## config.mk

```make
export PLATFORM = sky130hd
export DESIGN_NAME = ps2_key_rx_flat
export DESIGN_NICKNAME = d
export VERILOG_FILES = /design/src/rtl/ps2_key_rx_if.sv /design/src/rtl/ps2_key_rx.sv /design/src/flat_wrapper.sv
export SDC_FILE = /design/constraint.sdc
export NUM_CORES = 1
export LEC_CHECK = 0
export ABC_AREA = 1
export BUFFER_PORTS_ARGS = -buffer_cell sky130_fd_sc_hd__buf_2
export CELL_PAD_IN_SITES_DETAIL_PLACEMENT = 0
export CELL_PAD_IN_SITES_GLOBAL_PLACEMENT = 1
export CORE_MARGIN = 5
export CORE_UTILIZATION = 52
export CTS_BUF_LIST = sky130_fd_sc_hd__clkbuf_4
export DETAILED_ROUTE_END_ITERATION = 10
export GPL_TIMING_DRIVEN = 0
export HOLD_SLACK_MARGIN = 0.08
export PLACE_DENSITY_LB_ADDON = 0.1
export REMOVE_ABC_BUFFERS = 1
export SKIP_CTS_REPAIR_TIMING = 1
export SLEW_MARGIN = 20
export SYNTH_ARGS = -nofsm -noshare
export SYNTH_HDL_FRONTEND = slang
export SYNTH_SLANG_ARGS = --single-unit
```

## constraint.sdc

```tcl
create_clock -name clk -period 3.95 [get_ports clk]
set_clock_uncertainty 0.05 [all_clocks]
set_input_delay 0.395 -clock clk [delete_from_list [all_inputs] [get_ports clk]]
set_output_delay 0.395 -clock clk [all_outputs]
set_load 0.03 [all_outputs]
```

## src/rtl/ps2_key_rx_if.sv

```systemverilog
// Bundles the PS/2 pin pair and the decoded key-event outputs of ps2_key_rx.
// The master side (receiver) produces ps2_key/err/state; the slave side drives the pins.
interface ps2_key_rx_if;
    // No valid/ready: an event is signalled only by a change of ps2_key[10], and the
    // word then holds until the next event. The consumer cannot stall the keyboard,
    // so there is no back-pressure. err is a lone 1-cycle strobe.
    logic        ps2_clk;
    logic        ps2_data;
    logic [10:0] ps2_key;
    logic        err;
    logic [1:0]  state;

    modport master (
        input  ps2_clk,
        input  ps2_data,
        output ps2_key,
        output err,
        output state
    );

    modport slave (
        output ps2_clk,
        output ps2_data,
        input  ps2_key,
        input  err,
        input  state
    );
endinterface

```

## src/rtl/ps2_key_rx.sv

```systemverilog
// PS/2 keyboard receiver: synchronises and filters the raw lines, deframes 11-bit frames
// and turns set-2 scan-code bytes (with E0/F0/E1 prefixes) into toggle-flagged key events.
module ps2_key_rx #(
    parameter int FILTER_LEN = 8,
    parameter int TIMEOUT    = 8000
) (
    input  logic          clk,
    input  logic          reset,
    ps2_key_rx_if.master  bus
);
    localparam int TW = $clog2(TIMEOUT + 1);

    localparam logic [1:0] S_IDLE   = 2'd0;
    localparam logic [1:0] S_DATA   = 2'd1;
    localparam logic [1:0] S_PARITY = 2'd2;
    localparam logic [1:0] S_STOP   = 2'd3;

    logic          r_clk_s1, r_clk_s2;
    logic          r_dat_s1, r_dat_s2;
    logic          r_fclk, r_fclk_d;
    logic [3:0]    r_fcnt;
    logic [1:0]    r_state;
    logic [2:0]    r_bitcnt;
    logic [7:0]    r_sr;
    logic          r_parity;
    logic [TW-1:0] r_tcnt;
    logic          r_byte_valid;
    logic [7:0]    r_byte;
    logic          r_err;
    logic          r_ext, r_rel;
    logic [2:0]    r_skip;
    logic [10:0]   r_key;

    logic          w_fall;
    logic          w_stop_ok;
    logic          w_frame_err;
    logic          w_timeout;

    function automatic logic is_reply(input logic [7:0] b);
        case (b)
            8'h00, 8'hAA, 8'hEE, 8'hFA, 8'hFC, 8'hFE, 8'hFF: return 1'b1;
            default:                                         return 1'b0;
        endcase
    endfunction

    always_ff @(posedge clk or posedge reset) begin
        if (reset) begin
            r_clk_s1 <= 1'b1;
            r_clk_s2 <= 1'b1;
            r_dat_s1 <= 1'b1;
            r_dat_s2 <= 1'b1;
        end else begin
            r_clk_s1 <= bus.ps2_clk;
            r_clk_s2 <= r_clk_s1;
            r_dat_s1 <= bus.ps2_data;
            r_dat_s2 <= r_dat_s1;
        end
    end

    // The filtered clock flips only after FILTER_LEN back-to-back samples of the new level.
    always_ff @(posedge clk or posedge reset) begin
        if (reset) begin
            r_fclk   <= 1'b1;
            r_fclk_d <= 1'b1;
            r_fcnt   <= 4'd0;
        end else begin
            r_fclk_d <= r_fclk;
            if (r_clk_s2 == r_fclk) begin
                r_fcnt <= 4'd0;
            end else if (r_fcnt == 4'(FILTER_LEN - 1)) begin
                r_fclk <= r_clk_s2;
                r_fcnt <= 4'd0;
            end else begin
                r_fcnt <= r_fcnt + 4'd1;
            end
        end
    end

    assign w_fall      = r_fclk_d & ~r_fclk;
    assign w_stop_ok   = r_dat_s2 & (^{r_sr, r_parity});
    assign w_frame_err = w_fall && (r_state == S_STOP) && !w_stop_ok;
    // A fall in the same cycle keeps the frame alive.
    assign w_timeout   = (r_state != S_IDLE) && (r_tcnt == TW'(TIMEOUT)) && !w_fall;

    always_ff @(posedge clk or posedge reset) begin
        if (reset) begin
            r_tcnt <= '0;
        end else if ((r_state == S_IDLE) || w_fall) begin
            r_tcnt <= '0;
        end else if (r_tcnt != TW'(TIMEOUT)) begin
            r_tcnt <= r_tcnt + TW'(1);
        end
    end

    always_ff @(posedge clk or posedge reset) begin
        if (reset) begin
            r_state      <= S_IDLE;
            r_bitcnt     <= 3'd0;
            r_sr         <= 8'd0;
            r_parity     <= 1'b0;
            r_byte_valid <= 1'b0;
            r_byte       <= 8'd0;
            r_err        <= 1'b0;
        end else begin
            r_byte_valid <= 1'b0;
            r_err        <= w_frame_err | w_timeout;
            case (r_state)
                S_IDLE: begin
                    if (w_fall && !r_dat_s2) begin
                        r_state  <= S_DATA;
                        r_bitcnt <= 3'd0;
                    end
                end
                S_DATA: begin
                    if (w_fall) begin
                        r_sr <= {r_dat_s2, r_sr[7:1]};
                        if (r_bitcnt == 3'd7) begin
                            r_state <= S_PARITY;
                        end else begin
                            r_bitcnt <= r_bitcnt + 3'd1;
                        end
                    end
                end
                S_PARITY: begin
                    if (w_fall) begin
                        r_parity <= r_dat_s2;
                        r_state  <= S_STOP;
                    end
                end
                S_STOP: begin
                    if (w_fall) begin
                        r_state <= S_IDLE;
                        if (w_stop_ok) begin
                            r_byte_valid <= 1'b1;
                            r_byte       <= r_sr;
                        end
                    end
                end
                default: r_state <= S_IDLE;
            endcase
            if (w_timeout) begin
                r_state <= S_IDLE;
            end
        end
    end

    // E1 arms a 7-byte skip so the rest of the Pause sequence is swallowed.
    always_ff @(posedge clk or posedge reset) begin
        if (reset) begin
            r_ext  <= 1'b0;
            r_rel  <= 1'b0;
            r_skip <= 3'd0;
            r_key  <= 11'd0;
        end else if (w_frame_err) begin
            r_ext  <= 1'b0;
            r_rel  <= 1'b0;
            r_skip <= 3'd0;
        end else if (w_timeout) begin
            r_ext <= 1'b0;
            r_rel <= 1'b0;
        end else if (r_byte_valid) begin
            if (r_skip != 3'd0) begin
                r_skip <= r_skip - 3'd1;
            end else if (r_byte == 8'hE1) begin
                r_skip <= 3'd7;
            end else if (r_byte == 8'hE0) begin
                r_ext <= 1'b1;
            end else if (r_byte == 8'hF0) begin
                r_rel <= 1'b1;
            end else if (!r_ext && !r_rel && is_reply(r_byte)) begin
                r_skip <= 3'd0;
            end else begin
                r_key <= {~r_key[10], ~r_rel, r_ext, r_byte};
                r_ext <= 1'b0;
                r_rel <= 1'b0;
            end
        end
    end

    assign bus.ps2_key = r_key;
    assign bus.err     = r_err;
    assign bus.state   = r_state;
endmodule

```

## src/flat_wrapper.sv

```systemverilog
// flat-port wrapper written by rule: the top's interface ports become plain ports
module ps2_key_rx_flat 
#(
    parameter int FILTER_LEN = 8,
    parameter int TIMEOUT    = 8000
)
  (clk, reset, bus_ps2_clk, bus_ps2_data, bus_ps2_key, bus_err, bus_state);
  ps2_key_rx_if bus_i ();
  input  logic clk;
  input  logic reset;
  input wire logic [$bits(bus_i.ps2_clk)-1:0] bus_ps2_clk;
  input wire logic [$bits(bus_i.ps2_data)-1:0] bus_ps2_data;
  output wire logic [$bits(bus_i.ps2_key)-1:0] bus_ps2_key;
  output wire logic [$bits(bus_i.err)-1:0] bus_err;
  output wire logic [$bits(bus_i.state)-1:0] bus_state;
  assign bus_i.ps2_clk = bus_ps2_clk;
  assign bus_i.ps2_data = bus_ps2_data;
  assign bus_ps2_key = bus_i.ps2_key;
  assign bus_err = bus_i.err;
  assign bus_state = bus_i.state;
  ps2_key_rx #(.FILTER_LEN(FILTER_LEN), .TIMEOUT(TIMEOUT)) u_core (.clk(clk), .reset(reset), .bus(bus_i));
endmodule
```

Yosys cells after proc, flatten, opt, wreduce, memory -nomap -nowiden
Cells that the tools add are included.
{ "totals": {"reg_bits": 63, "inputBits": 4, "output_inout_bits": 14, "wordCells": 154} }
{ "classes": {"addsub": 4, "eq_ne": 34, "muxes": 49, "n_bitwise": 14, "reduce_logical": 34} }
{ "op_table": {"columns": ["cell", "count"], "rows": [
  ["equality test 8 bit, second input constant", 9],
  ["2-to-1 mux 3 bit", 11],
  ["2-to-1 mux 1 bit", 26],
  ["2-to-1 mux 13 bit", 2],
  ["inequality test 3 x 1 -> 1 bit, second input constant", 7],
  ["inequality test 4 x 1 -> 1 bit, second input constant", 5],
  ["AND reduction 5 bit", 4],
  ["adder 13 x 1 -> 13 bit, second input constant", 1],
  ["equality test 13 bit, second input constant", 1],
  ["inequality test 13 bit, second input constant", 1],
  ["2-to-1 mux 2 bit", 6],
  ["inverter 1 bit", 11],
  ["parity 9 bit", 1],
  ["logical NOT 8 bit", 1],
  ["2-to-1 mux 4 bit", 2],
  ["one-hot mux 2 bit (4 select lines)", 1],
  ["AND reduction 8 bit", 1],
  ["nonzero test 2 bit", 4],
  ["logical AND 1 bit", 7],
  ["OR reduction 7 bit", 1],
  ["one-hot mux 3 bit (2 select lines)", 1],
  ["AND reduction 2 bit", 3],
  ["nonzero test 3 bit", 2],
  ["logical NOT 1 bit", 5],
  ["other kinds (18)", 22]
]} }

Logic depth before layout (Yosys ltp)
Gate-level depths: netlist of the first run.
{ "logic_depth": {"word_depth": 19, "depth_mapped": 13, "depth_no_buf": 12} }

Worst setup path before layout of the first run
Ideal clock, no wire load.
{ "synth_timing": {"kind": "flip-flop to flip-flop", "start": "reg u_core.r_state[0] (netlist: u_core.bus.state[0])", "end": "reg u_core.r_key[10] (netlist: u_core.bus.ps2_key[10])", "setup_ps": 117, "t_arrival_ps": 1632, "t_required_ps": 3783, "setup_slack_ps": 2150, "path_stages_with_launch": 10, "path_buffers": 1, "synth_period_minus_slack_ps": 1800, "cell_sequence": "dfrtp_1 inv_1 ha_1 nor2_1 inv_1 nor2_4 inv_2 clkbuf_1 nand4_1 nand2_1"} }
{ "synth_between": {"elab_chain_cells": 5, "word_cells_on_any_way": 9, "cone_classes": "eq/ne: 1; bitwise: 2; reduce/logical: 6"} }
{ "synth_lines": {"columns": ["item", "line_no", "source"], "rows": [
  ["from (decl)", "ps2_key_rx.sv:22", "logic [1:0] r_state;"],
  ["from (signal assigned)", "ps2_key_rx.sv:97", "r_state <= S_IDLE;"],
  ["from (signal assigned)", "ps2_key_rx.sv:110", "r_state <= S_DATA;"],
  ["from (signal assigned)", "ps2_key_rx.sv:118", "r_state <= S_PARITY;"],
  ["equality test 2 bit or nonzero test 2 bit (tied branches)", "ps2_key_rx.sv:81, ps2_key_rx.sv:83", null],
  ["logical AND 1 bit (on tied branches) (2 in a row)", "ps2_key_rx.sv:81, ps2_key_rx.sv:83", null],
  ["inverter 1 bit (no line)", null, null],
  ["AND reduction 8 bit (no line) *", null, null],
  ["to (signal assigned)", "ps2_key_rx.sv:173", "r_key <= {~r_key[10], ~r_rel, r_ext, r_byte};"],
  ["to (decl)", "ps2_key_rx.sv:32", "logic [10:0] r_key;"]
]} }
Mark *: on every way between the ends. The rest lies on a longest branch, timed or not.
A chain may end at the register's enable or synchronous reset.

Worst setup path in the final report of the first run
{ "layout_timing": {"start": "reg u_core.r_state[1] (netlist: u_core.bus.state[1])", "end": "reg u_core.r_key[5] (netlist: u_core.bus.ps2_key[5])"} }
Same word-level chain as after synthesis.

==> results.md, run 1 <==
* Ranking of synthesized cells by area: dfrtp_1, nand2_1, inv_1, dfstp_2, o21ai_0
* Slowest stage delay, CP at 530 ps
* Final Net Count at 421
* Dpl hpwl at between 4 and 5 mm
* Post-Route WL at around 5.5 mm
* Seq/Total Area, Yosys at 49.17%
* Crit path cell chain: inv_1 > ha_1 > nor2_1 > inv_1 > nor2_4 > inv_2 > nand3_2 > nand2_1 > nand2_1
* Critical path data required time at 4220 ps
* Synth area leader: dfrtp_1
* CTS tree: built
* First-pass GRT wire length at 10.05 mm
* Leakage at 0.001755 uW
* FP Rows at 28
* Startpoint types: flop
* Clock Latency Late Sink at around 390 ps
* Vias/cell at 4.928
* Clk sink count at 63
* Post-synth top area share at 44.27%
* DRC Markers at 0
* Fill cells at approximately 560
* Rel. slew slack at around 56%
* Routed Antenna Nets at 0
* GP Congestion at 0.8023
* Critical Path Fanout Max at 15
* Final setup violation count at 0
* 1st-pass router iterations at 4
* Root buffer cell: clkbuf_4
* Status: finished clean
* Combinational share of power at 25.9%
* Placed cell count at 467
* YS warnings at 0
* Design Area, Final at about 3600 um^2
* Io pins at 18
* Slew @ Worst Pin at 650.3 ps
* Fmax achieved at just over 0.4 GHz
* Congestion Overflow GR at 0
* DRT iter0 DRCs at 82
* Clock Power Share at 26.7%
* Clk slew on worst S/H paths at 120 ps
* Ys flop type: dfrtp_1
* Tcrit/Tclk final at 62.02%
* Core Area at approximately 6000 um^2
* Area of the multi-input gates at 1395 um^2
* Hold_sp: u_core.r_clk_s1
* Yosys reg bits at 63
* Max cap viols at 0
* Fraction of layout cells with a size suffix above 1 at 20.92%
* Register area at 1584 um^2
* RR Startpoint: u_core.bus.state[1]
* Total number of vias at 2,395
* Depth of the CTS H-tree at 3
* Number of synthesized flops with an enable pin at 0
* Top cells by count, synth: nand2_1, dfrtp_1, inv_1
* Crit path launch: u_core.bus.state[1]
* Area grow syn2layout at 10.33%
* Initial antenna violation count at 0
* Num CTS Buffers at 9
* Power Dens Cells at roughly 460 nW/um^2
* Post-Synthesis Cells at 381
* Pins Over Slew Limit at 0
* Setup TNS Final at 0 ps
* Tightest Hold Check Type: flop to flop
* Final Hold Viols at 0
* Crit path DAT at 2720 ps
* Routed length per instance at between 10 and 15 um
* GRT Util Overall at 16.28%
* Starting Density at a little over half
* CP Class: flop to flop
* Clock buffer depth at 2
* Share of flip-flops with an asynchronous set or reset at 100.0%
* Chip Width at 88.72 um
* CP Capture Type: flop
* Largest net degree at the start of global routing at 40
* Int Power at 1068 uW
* Die height at 88.72 um
* DIE AREA at 7870 um^2
* Number of global-route vias before repair at 2,331
* CP max-delay cell: nor2_1
* Synth cell types at 32
* Avg Cell Area, Syn at 8.456 um^2
* Placed inst area at 3383 um^2
* Final min period at 2450 ps
* Peak VDD IR at 0.0003445 V
* Sequential power share at 47.5%
* Final non-filler cell total at approximately 490
* Synthesized area at 3222 um^2
* Psw at 577.1 uW
* Antenna cells at 0
* Sw Ratio at 35.08%
* Port buffer count at 17
* Count leader, synth: nand2_1
* RSZ-0062 raised after global routing: false
[flip-flops by register name, indices dropped and copies added (netlist names)]
register and cells:
u_core.r_fclk_d 1, u_core.r_sr 8, u_core.r_rel 1, u_core.r_byte_valid 1, u_core.r_parity 1, u_core.r_ext 1
u_core.r_skip 3, u_core.bus.err 1, u_core.r_bitcnt 3, u_core.r_clk_s2 1, u_core.r_byte 8, u_core.r_clk_s1 1
u_core.r_tcnt 13, u_core.r_dat_s1 1, u_core.bus.ps2_key 11, u_core.r_dat_s2 1, u_core.bus.state 2, u_core.r_fclk 1
u_core.r_fcnt 4
[metal layers]
metal | up-vias | share of wire [%] | global-route usage, % | wire (um)
li1 | 1265 | - | - | -
met1 | 1098 | 48 | 19.69 | 2602
met2 | 24 | 48 | 28.00 | 2601
met3 | 8 | 3.0 | 3.352 | 163
met4 | 0 | 1.6 | 7.005 | 85
met5 | - | 0 | 0 | 0
[worst max-delay path: cells and delay by family (launching register included)]
| family | cells | cell delay [ps] |
|---|---|---|
| AND/OR/NAND/NOR | 5 | 1180 |
| buffers and inverters | 3 | 480 |
| flip-flops | 1 | 450 |
| adder cells (fa/ha/maj) | 1 | 220 |
[cell type report]
cell class | count | share of cell area [%]
tap | 75 | 2.640
clock buffer | 9 | 1.901
sequential | 63 | 44.56
multi-input combinational | 257 | 39.25
timing repair buffer | 21 | 3.801
inverter | 54 | 5.773
clock inverter | 7 | 2.077
[through the flow]
step	hold slack (ps)	setup slack, ps	util, %	total power (uW)
2_1_floorplan	295.2	1847	-	1124
3_3_place_gp	296.2	1172	56.43	1212
3_5_place_dp	298.2	1496	56.81	1221
4_1_cts	-105.6	1471	59.18	1661
5_1_grt	327.4	1250	59.68	1778
6_report	319.0	1500	59.68	1645
[placed cells by master, fill, tap and decap left out, types with 6 or more instances in the layout]
master / instances
nand2_1: 95
dfrtp_1: 57
inv_1: 46
o21ai_0: 29
nor2_1: 22
a21oi_1: 18
buf_2: 17
nand2_2: 16
nand4_1: 14
nand3_1: 12
ha_1: 11
clkbuf_4: 9
inv_2: 7
o21ai_1: 7
nor2_4: 6
dfstp_2: 6
[kinds of logic after synthesis]
| logic type | Yosys count | synth area share [%] |
|---|---|---|
| XOR/XNOR | 6 | 1.631 |
| flip-flops | 63 | 49.17 |
| multiplexers | 3 | 1.048 |
| AO/OA/AOI/OAI | 57 | 9.165 |
| adder cells (fa/ha/maj) | 11 | 4.272 |
| buffers and inverters | 61 | 7.534 |
| AND/OR/NAND/NOR | 180 | 27.18 |
[worst paths after layout]
check / slack [ps] / cells after the start / end
worst min-delay path: 320 / 0 / u_core.r_clk_s2
min in group asynchronous: 460 / 3 / u_core.r_fcnt[2]
worst min register to register: 320 / 0 / u_core.r_clk_s2
worst max-delay path: 1500 / 9 / u_core.bus.ps2_key[5]
worst max register to register: 1500 / 9 / u_core.bus.ps2_key[5]
max in group asynchronous: 2880 / 4 / u_core.r_byte[7]
[power groups by stage]
| stage | combinational, uW | sequential, uW | clock (uW) |
|---|---|---|---|
| 6_report | 426 | 781 | 438 |
| 4_1_cts | 429 | 782 | 450 |
| 2_1_floorplan | 322 | 802 | 0 |
| 3_3_place_gp | 419 | 793 | 0 |
| 5_1_grt | 501 | 793 | 484 |
| 3_5_place_dp | 427 | 794 | 0 |
(Power assumes the default switching activity.)
==> inputs of run 2 (changes only) <==
--- a/config.mk
+++ b/config.mk
@@ -5,12 +5,12 @@
 export SDC_FILE = /design/constraint.sdc
 export NUM_CORES = 1
 export LEC_CHECK = 0
-export ABC_AREA = 1
+export ABC_AREA = 0
 export BUFFER_PORTS_ARGS = -buffer_cell sky130_fd_sc_hd__buf_2
 export CELL_PAD_IN_SITES_DETAIL_PLACEMENT = 0
 export CELL_PAD_IN_SITES_GLOBAL_PLACEMENT = 1
 export CORE_MARGIN = 5
-export CORE_UTILIZATION = 52
+export CORE_UTILIZATION = 51
 export CTS_BUF_LIST = sky130_fd_sc_hd__clkbuf_4
 export DETAILED_ROUTE_END_ITERATION = 10
 export GPL_TIMING_DRIVEN = 0
==> constraint.sdc (replaced) <==
create_clock -name clk -period 2.49 [get_ports clk]
set_clock_uncertainty 0.05 [all_clocks]
set_input_delay 0.249 -clock clk [delete_from_list [all_inputs] [get_ports clk]]
set_output_delay 0.249 -clock clk [all_outputs]
set_load 0.03 [all_outputs]
==> results.md, run 2 <==
* GRT Util Overall at 14.78% (was 16.28%)
* Top cells by count, synth: dfrtp_1, nor2_1, inv_1, mux2_2, a21oi_1 (was nand2_1, dfrtp_1, inv_1)
* Peak VDD IR at 0.0005135 V (was 0.0003445 V)
* Area grow syn2layout at 13.69% (was 10.33%)
* Top reg by flops: u_core.r_tcnt (unchanged)
* Leakage at 0.001635 uW (was 0.001755 uW)
* 1st-pass router iterations at 4 (unchanged)
* Compound-Gate Fraction of Synth Area at 7.074% (was 9.165%)
* Simple-gate share of the synthesized area at 15.11% (was 27.18%)
* Clock buffer depth at 2 (unchanged)
* Routed length per instance at 13.31 um (was 11.22 um)
* Total number of vias at 1,980 (was 2,395)
* Clock Latency Late Sink at 400 ps (was 390 ps)
* Chip Width at 86.78 um (was 88.72 um)
* RSZ-0062 raised after global routing: false (unchanged)
* Final setup violation count at 0 (unchanged)
* Seq/Total Area, Yosys at 52.68% (was 49.17%)
* Slowest stage delay, CP at 460 ps (was 530 ps)
* Ranking of synthesized cells by area: dfrtp_1, mux2_2, dfstp_2, ha_1, mux2_4 (was dfrtp_1, nand2_1, inv_1, dfstp_2, o21ai_0)
* Final Net Count at 311 (was 421)
* Fmax achieved at 0.4219 GHz (was 0.4082 GHz)
* Critical Path Fanout Max at 6 (was 15)
* Setup WS pre-CTS at -111.9 ps (was 1496 ps)
* First-pass GRT wire length at 8.645 mm (was 10.05 mm)
* Slew @ Worst Pin at 595.0 ps (was 650.3 ps)
* Post-Synthesis Cells at 263 (was 381)
* Rel. slew slack at 60.33% (was 56.48%)
* R2R setup slack at 120 ps (was 1500 ps)
* Max cap viols at 0 (unchanged)
* Routed Antenna Nets at 0 (unchanged)
* Tightest Hold Check Type: input pin to asynchronous set/reset pin (was flop to flop)
* Largest family of logic cells by synthesized area: simple AND/OR/NAND/NOR gates (unchanged)
* Fill cells at 526 (was 563)
* Total Power at 2700 uW (was 1645 uW)
* Post-synth top area share at 47.44% (was 44.27%)
* CP max-delay cell: xnor3_1 (was nor2_1)
* Yosys reg bits at 63 (unchanged)
* Final worst setup slack at 119.8 ps (was 1500 ps)
* Number of synthesized flops with an enable pin at 0 (unchanged)
* Most frequent cells in the layout: dfrtp_1, nor2_1, mux2_2, buf_2, inv_1 (was nand2_1, dfrtp_1, inv_1, o21ai_0, nor2_1)
* GP Congestion at 0.7694 (was 0.8023)
* RR Endpoint: u_core.bus.ps2_key[4] (was u_core.bus.ps2_key[5])
* Startpoint types: flop (unchanged)
* CP Class: flop to flop (unchanged)
* CP Capture Type: flop (unchanged)
* Port buffer count at 17 (unchanged)
* R2R cell count at 7 (was 9)
* Num CTS Buffers at 9 (unchanged)
* Antenna cells at 0 (unchanged)
* Dpl hpwl at 3.470 mm (was 4.001 mm)
* Die height at 86.78 um (was 88.72 um)
* Mux cell area share after synthesis at 12.11% (was 1.049%)
* Status: finished clean (unchanged)
* CTS tree: built (unchanged)
* Share of flip-flops with an asynchronous set or reset at 100.0% (unchanged)
* Number of global-route vias before repair at 1,883 (was 2,331)
* Crit path DAT at 2610 ps (was 2720 ps)
* Count leader, synth: dfrtp_1 (was nand2_1)
* Pins Over Slew Limit at 0 (unchanged)
* Most common cell after layout, fill and taps aside: dfrtp_1 (was nand2_1)
* DRT iter0 DRCs at 90 (was 82)
* Io pins at 18 (unchanged)
* Post-Route WL at 5.005 mm (was 5.453 mm)
* Fraction of layout cells with a size suffix above 1 at 26.91% (was 20.92%)
* Power Dens Cells at 789.7 nW/um^2 (was 462.8 nW/um^2)
* Crit path cell chain: xor2_1 > xnor3_1 > mux2i_4 > nor2_2 > nor3_4 > buf_4 > mux2_4 (was inv_1 > ha_1 > nor2_1 > inv_1 > nor2_4 > inv_2 > nand3_2 > nand2_1 > nand2_1)
* Synthesized area at 3007 um^2 (was 3222 um^2)
* Starting Density at 51.70% (was 54.10%)
* Vias/cell at 5.266 (was 4.928)
* DRC Markers at 0 (unchanged)
* Post-Synth XOR/XNOR Area at 5.576% (was 1.631%)
* YS warnings at 0 (unchanged)
* Core Area at 5816 um^2 (was 5956 um^2)
* Final min period at 2370 ps (was 2450 ps)
* Avg Cell Area, Syn at 11.43 um^2 (was 8.456 um^2)
* Max reg flops at 13 (unchanged)
* Depth of the CTS H-tree at 3 (unchanged)
* Congestion Overflow GR at 0 (unchanged)
* DIE AREA at 7531 um^2 (was 7870 um^2)
* Synth area leader: dfrtp_1 (unchanged)
* Clk slew on worst S/H paths at 120 ps (about the same)
* Adder-cell area share of the yosys netlist at 4.578% (was 4.272%)
* Critical path data required time at 2730 ps (was 4220 ps)
* Final Hold Viols at 0 (unchanged)
* FP Rows at 28 (unchanged)
* RR Startpoint: u_core.r_sr[2] (was u_core.bus.state[1])
* Largest net degree at the start of global routing at 44 (was 40)
* Clk sink count at 63 (unchanged)
* Synth cell types at 43 (was 32)
* Root buffer cell: clkbuf_4 (unchanged)
* Ys flop type: dfrtp_1 (unchanged)
* Initial antenna violation count at 0 (unchanged)
* Tcrit/Tclk final at 95.19% (was 62.02%)
[run 2: logic make-up (layout without fill, tap and decap cells)]
| logic type | after synthesis | in the layout |
|---|---|---|
| AO/OA/AOI/OAI | 37 | 37 |
| XOR/XNOR | 16 | 16 |
| adder cells (fa/ha/maj) | 11 | 11 |
| buffers and inverters | 21 | 58 |
| flip-flops | 63 | 63 |
| multiplexers | 29 | 29 |
| AND/OR/NAND/NOR | 86 | 87 |
[run 2: stage by stage]
| step | instance area [um^2] | utilization, % | cells | setup TNS (ps) | hold WS, ps |
|---|---|---|---|---|---|
| after floorplan | 2984 | - | 259 | 0 | 203.5 |
| after global placement | 3163 | 54.39 | 351 | -11410 | 295.7 |
| after detailed placement | 3186 | 54.78 | 352 | -571.2 | 167.2 |
| after CTS | 3333 | 57.32 | 368 | -723.4 | -284.3 |
| after global routing | 3418 | 58.78 | 376 | 0 | 282.0 |
| final | 3418 | 58.78 | 376 | 0 | 281.5 |
[run 2: worst max-delay path by stage]
| stage | startpoint | endpoint | slack (ps) | cells past startpoint |
|---|---|---|---|---|
| 3_5_place_dp | u_core.r_sr[7] | u_core.bus.ps2_key[5] | -110 | 6 |
| 6_report | u_core.r_sr[2] | u_core.bus.ps2_key[4] | 120 | 7 |
| 4_1_cts | u_core.r_sr[7] | u_core.bus.ps2_key[5] | -130 | 6 |
| 3_3_place_gp | reset | u_core.r_fcnt[2] | -180 | 2 |
| 2_1_floorplan | u_core.r_sr[2] | u_core.bus.ps2_key[5] | 110 | 6 |
| 5_1_grt | u_core.r_skip[0] | u_core.bus.ps2_key[5] | 4 | 9 |
[run 2: critical path, delay by kind of cell (launching register included)]
kind	cells	cell delay, ps
buffers and inverters	1	180
multiplexers	2	520
XOR/XNOR	2	620
AND/OR/NAND/NOR	2	460
flip-flops	1	430
[run 2: report_power, final]
part           internal, uW  switching [uW]
clock network           316             412
registers              1160             113
logic                   293             408
total                  1770             933
[run 2: area by class of cell]
class / count / area [um^2] / area share (%)
sequential: 63 / 1584 / 46.34
tap: 75 / 93.84 / 2.745
clock buffer: 9 / 67.56 / 1.977
timing repair buffer: 25 / 165.2 / 4.832
inverter: 17 / 66.31 / 1.940
multi-input combinational: 180 / 1361 / 39.82
clock inverter: 7 / 80.08 / 2.343
[run 2: routing by layer]
metal  share of wire, %  wire, um  global-route usage, %
met3                3.8       191                  2.852
met5                  0         0                      0
met2                 44      2186                  21.95
met1                 50      2512                  20.29
met4                2.3       114                  8.074
==> inputs of run 3 (changes only) <==
--- a/config.mk
+++ b/config.mk
@@ -5,12 +5,12 @@
 export SDC_FILE = /design/constraint.sdc
 export NUM_CORES = 1
 export LEC_CHECK = 0
-export ABC_AREA = 0
+export ABC_AREA = 1
 export BUFFER_PORTS_ARGS = -buffer_cell sky130_fd_sc_hd__buf_2
 export CELL_PAD_IN_SITES_DETAIL_PLACEMENT = 0
 export CELL_PAD_IN_SITES_GLOBAL_PLACEMENT = 1
 export CORE_MARGIN = 5
-export CORE_UTILIZATION = 51
+export CORE_UTILIZATION = 40
 export CTS_BUF_LIST = sky130_fd_sc_hd__clkbuf_4
 export DETAILED_ROUTE_END_ITERATION = 10
 export GPL_TIMING_DRIVEN = 0
==> results.md, run 3 (same netlist as run 1, synthesis figures left out) <==
* R2R setup slack at 300 ps (was 120 ps)
* Leakage at 0.001770 uW (was 0.001635 uW)
* Status: finished clean (unchanged)
* First-pass GRT wire length at 10.78 mm (was 8.645 mm)
* DRC Markers at 0 (unchanged)
* Starting Density at 41.48% (was 51.70%)
* GRT Util Overall at 13.56% (was 14.78%)
* Max cap viols at 0 (unchanged)
* FP Rows at 32 (was 28)
* Fill cells at 798 (was 526)
* Total number of vias at 2,409 (was 1,980)
* Placed cell count at 494 (was 352)
* Tcrit/Tclk final at 87.84% (was 95.19%)
* Clock Power Share at 29.0% (was 27.0%)
* Clock Latency Late Sink at 400 ps (about the same)
* Antenna cells at 0 (unchanged)
* Total Power at 2740 uW (was 2700 uW)
* Chip Width at 99.75 um (was 86.78 um)
* Vias/cell at 4.696 (was 5.266)
* Dpl hpwl at 4.332 mm (was 3.470 mm)
* Routed Antenna Nets at 0 (unchanged)
* Final setup violation count at 0 (unchanged)
* Combinational share of power at 25.6% (was 26.0%)
* DIE AREA at 9949 um^2 (was 7531 um^2)
* Fraction of layout cells with a size suffix above 1 at 20.68% (was 26.91%)
* Clk sink count at 63 (unchanged)
* Sw Ratio at 33.56% (was 34.57%)
* Pins Over Slew Limit at 0 (unchanged)
* Root buffer cell: clkbuf_4 (unchanged)
* GRT Max-Usage Layer: met2 (unchanged)
* Area grow syn2layout at 12.27% (was 13.69%)
* CP Class: flop to flop (unchanged)
* Int Power at 1821 uW (was 1766 uW)
* Crit path launch: u_core.r_fclk_d (was u_core.r_sr[2])
* Crit path cell chain: inv_1 > nor2_2 > inv_1 > nor2_1 > nand4_1 > inv_1 > o21ai_0 (was xor2_1 > xnor3_1 > mux2i_4 > nor2_2 > nor3_4 > buf_4 > mux2_4)
* Slew @ Worst Pin at 463.0 ps (was 595.0 ps)
* Num CTS Buffers at 9 (unchanged)
* Critical Path Fanout Max at 11 (was 6)
* Peak VDD IR at 0.0004942 V (was 0.0005135 V)
* 1st-pass router iterations at 4 (unchanged)
* Top reg by flops: u_core.r_tcnt (unchanged)
* CTS tree: built (unchanged)
* Crit-path most repeated cell: inv_1
* Rel. slew slack at 69.04% (was 60.33%)
* Congestion Overflow GR at 0 (unchanged)
* Met1 Usage GRT at 17.74% (was 20.29%)
* Clock buffer depth at 2 (unchanged)
* Met3 Use GR at 4.208% (was 2.852%)
* CP Capture Type: flop (unchanged)
* Depth of the CTS H-tree at 3 (unchanged)
* Critical path data required time at 2720 ps (was 2730 ps)
* Final min period at 2187 ps (was 2370 ps)
* Sequential power share at 45.3% (was 47.1%)
* Io pins at 18 (unchanged)
* Final non-filler cell total at 513 (was 376)
* Largest net degree at the start of global routing at 49 (was 44)
* Clk slew on worst S/H paths at 110 ps (was 120 ps)
* RR Startpoint: u_core.r_fclk_d (was u_core.r_sr[2])
* Final Net Count at 421 (was 311)
* Psw at 919.7 uW (was 933.3 uW)
* RSZ-0062 raised after global routing: false (unchanged)
* Max reg flops at 13 (unchanged)
* Fmax achieved at 0.4572 GHz (was 0.4219 GHz)
* CP max-delay cell: dfstp_2 (was xnor3_1)
* Most frequent cells in the layout: nand2_1, dfrtp_1, inv_1, o21ai_0, nor2_1 (was dfrtp_1, nor2_1, mux2_2, buf_2, inv_1)
* DRT iter0 DRCs at 68 (was 90)
* Initial antenna violation count at 0 (unchanged)
* GP Congestion at 0.7954 (was 0.7694)
* Port buffer count at 17 (unchanged)
* Power Dens Cells at 757.6 nW/um^2 (was 789.7 nW/um^2)
* Number of global-route vias before repair at 2,351 (was 1,883)
* Core Area at 7767 um^2 (was 5816 um^2)
* Tightest Hold Check Type: input pin to asynchronous set/reset pin (unchanged)
* Crit path DAT at 2420 ps (was 2610 ps)
* Most common cell after layout, fill and taps aside: nand2_1 (was dfrtp_1)
* Slowest stage delay, CP at 530 ps (was 460 ps)
* Post-Route WL at 6.016 mm (was 5.005 mm)
* Die height at 99.75 um (was 86.78 um)
* Startpoint types: flop (unchanged)
* Buf/Inv on CP at 3 (was 1)
* Delay-heaviest family, CP: simple AND/OR/NAND/NOR gates (was XOR/XNOR gates)
* Final Hold Viols at 0 (unchanged)
* Met2 usage in global routing at 21.29% (was 21.95%)
* Routed length per instance at 11.73 um (was 13.31 um)
-- run 3: cell count changes in the layout (fill, tap and decap cells not counted), sizes merged, moves of 9 or more --
cell	before	now
nor3	10	1
nand2	13	112
mux2	25	3
nand4	3	14
o21ai	12	36
inv	19	54
-- run 3: worst register-to-register path, stage by stage (launching register included) --
cell     delay, ps
dfstp_2        530
inv_1           40
nor2_2         220
inv_1          120
nor2_1         240
nand4_1        430
inv_1          310
o21ai_0        130
-- run 3: final timing paths --
kind | end | cells past startpoint
setup / recovery | u_core.r_byte[0] | 7
hold / removal | u_core.r_skip[2] | 3
setup reg to reg | u_core.r_byte[0] | 7
hold reg to reg | u_core.r_clk_s2 | 0
max in group asynchronous | u_core.r_fclk_d | 4
min in group clk | u_core.r_clk_s2 | 0
-- run 3: power groups by stage --
stage | clock network (uW) | registers (uW) | logic, uW
floorplan | 0 | 1270 | 510
finish | 795 | 1240 | 703
detailed placement | 0 | 1260 | 689
CTS | 822 | 1240 | 690
global placement | 0 | 1260 | 677
global route | 874 | 1260 | 818
-- run 3: final cells by class --
| cell class | instances | area, um^2 | area share, % |
|---|---|---|---|
| sequential | 63 | 1584 | 43.79 |
| multi-input combinational | 257 | 1403 | 38.78 |
| inverter | 54 | 205.2 | 5.673 |
| timing repair buffer | 21 | 142.6 | 3.943 |
| tap | 102 | 127.6 | 3.528 |
| clock buffer | 11 | 82.58 | 2.283 |
| clock inverter | 5 | 72.57 | 2.006 |
-- run 3: routing by layer --
layer	up-vias	part of all wire [%]
li1	1267	-
met1	1103	49
met2	35	46
met3	4	3.7
met4	0	0.98
met5	-	0
-- run 3: metrics by stage --
| stage | cell area, um^2 | TNS, ps | util, % | hold slack [ps] | worst slack [ps] |
|---|---|---|---|---|---|
| 2_1_floorplan | 3182 | 0 | - | 203.5 | 387.4 |
| 3_3_place_gp | 3395 | -13140 | 43.70 | 295.5 | -234.5 |
| 3_5_place_dp | 3425 | -10.98 | 44.09 | 151.5 | -10.98 |
| 4_1_cts | 3580 | -74.51 | 46.09 | -308.4 | -33.73 |
| 5_1_grt | 3617 | 0 | 46.57 | 249.8 | 101.3 |
| 6_report | 3617 | 0 | 46.57 | 271.7 | 302.8 |
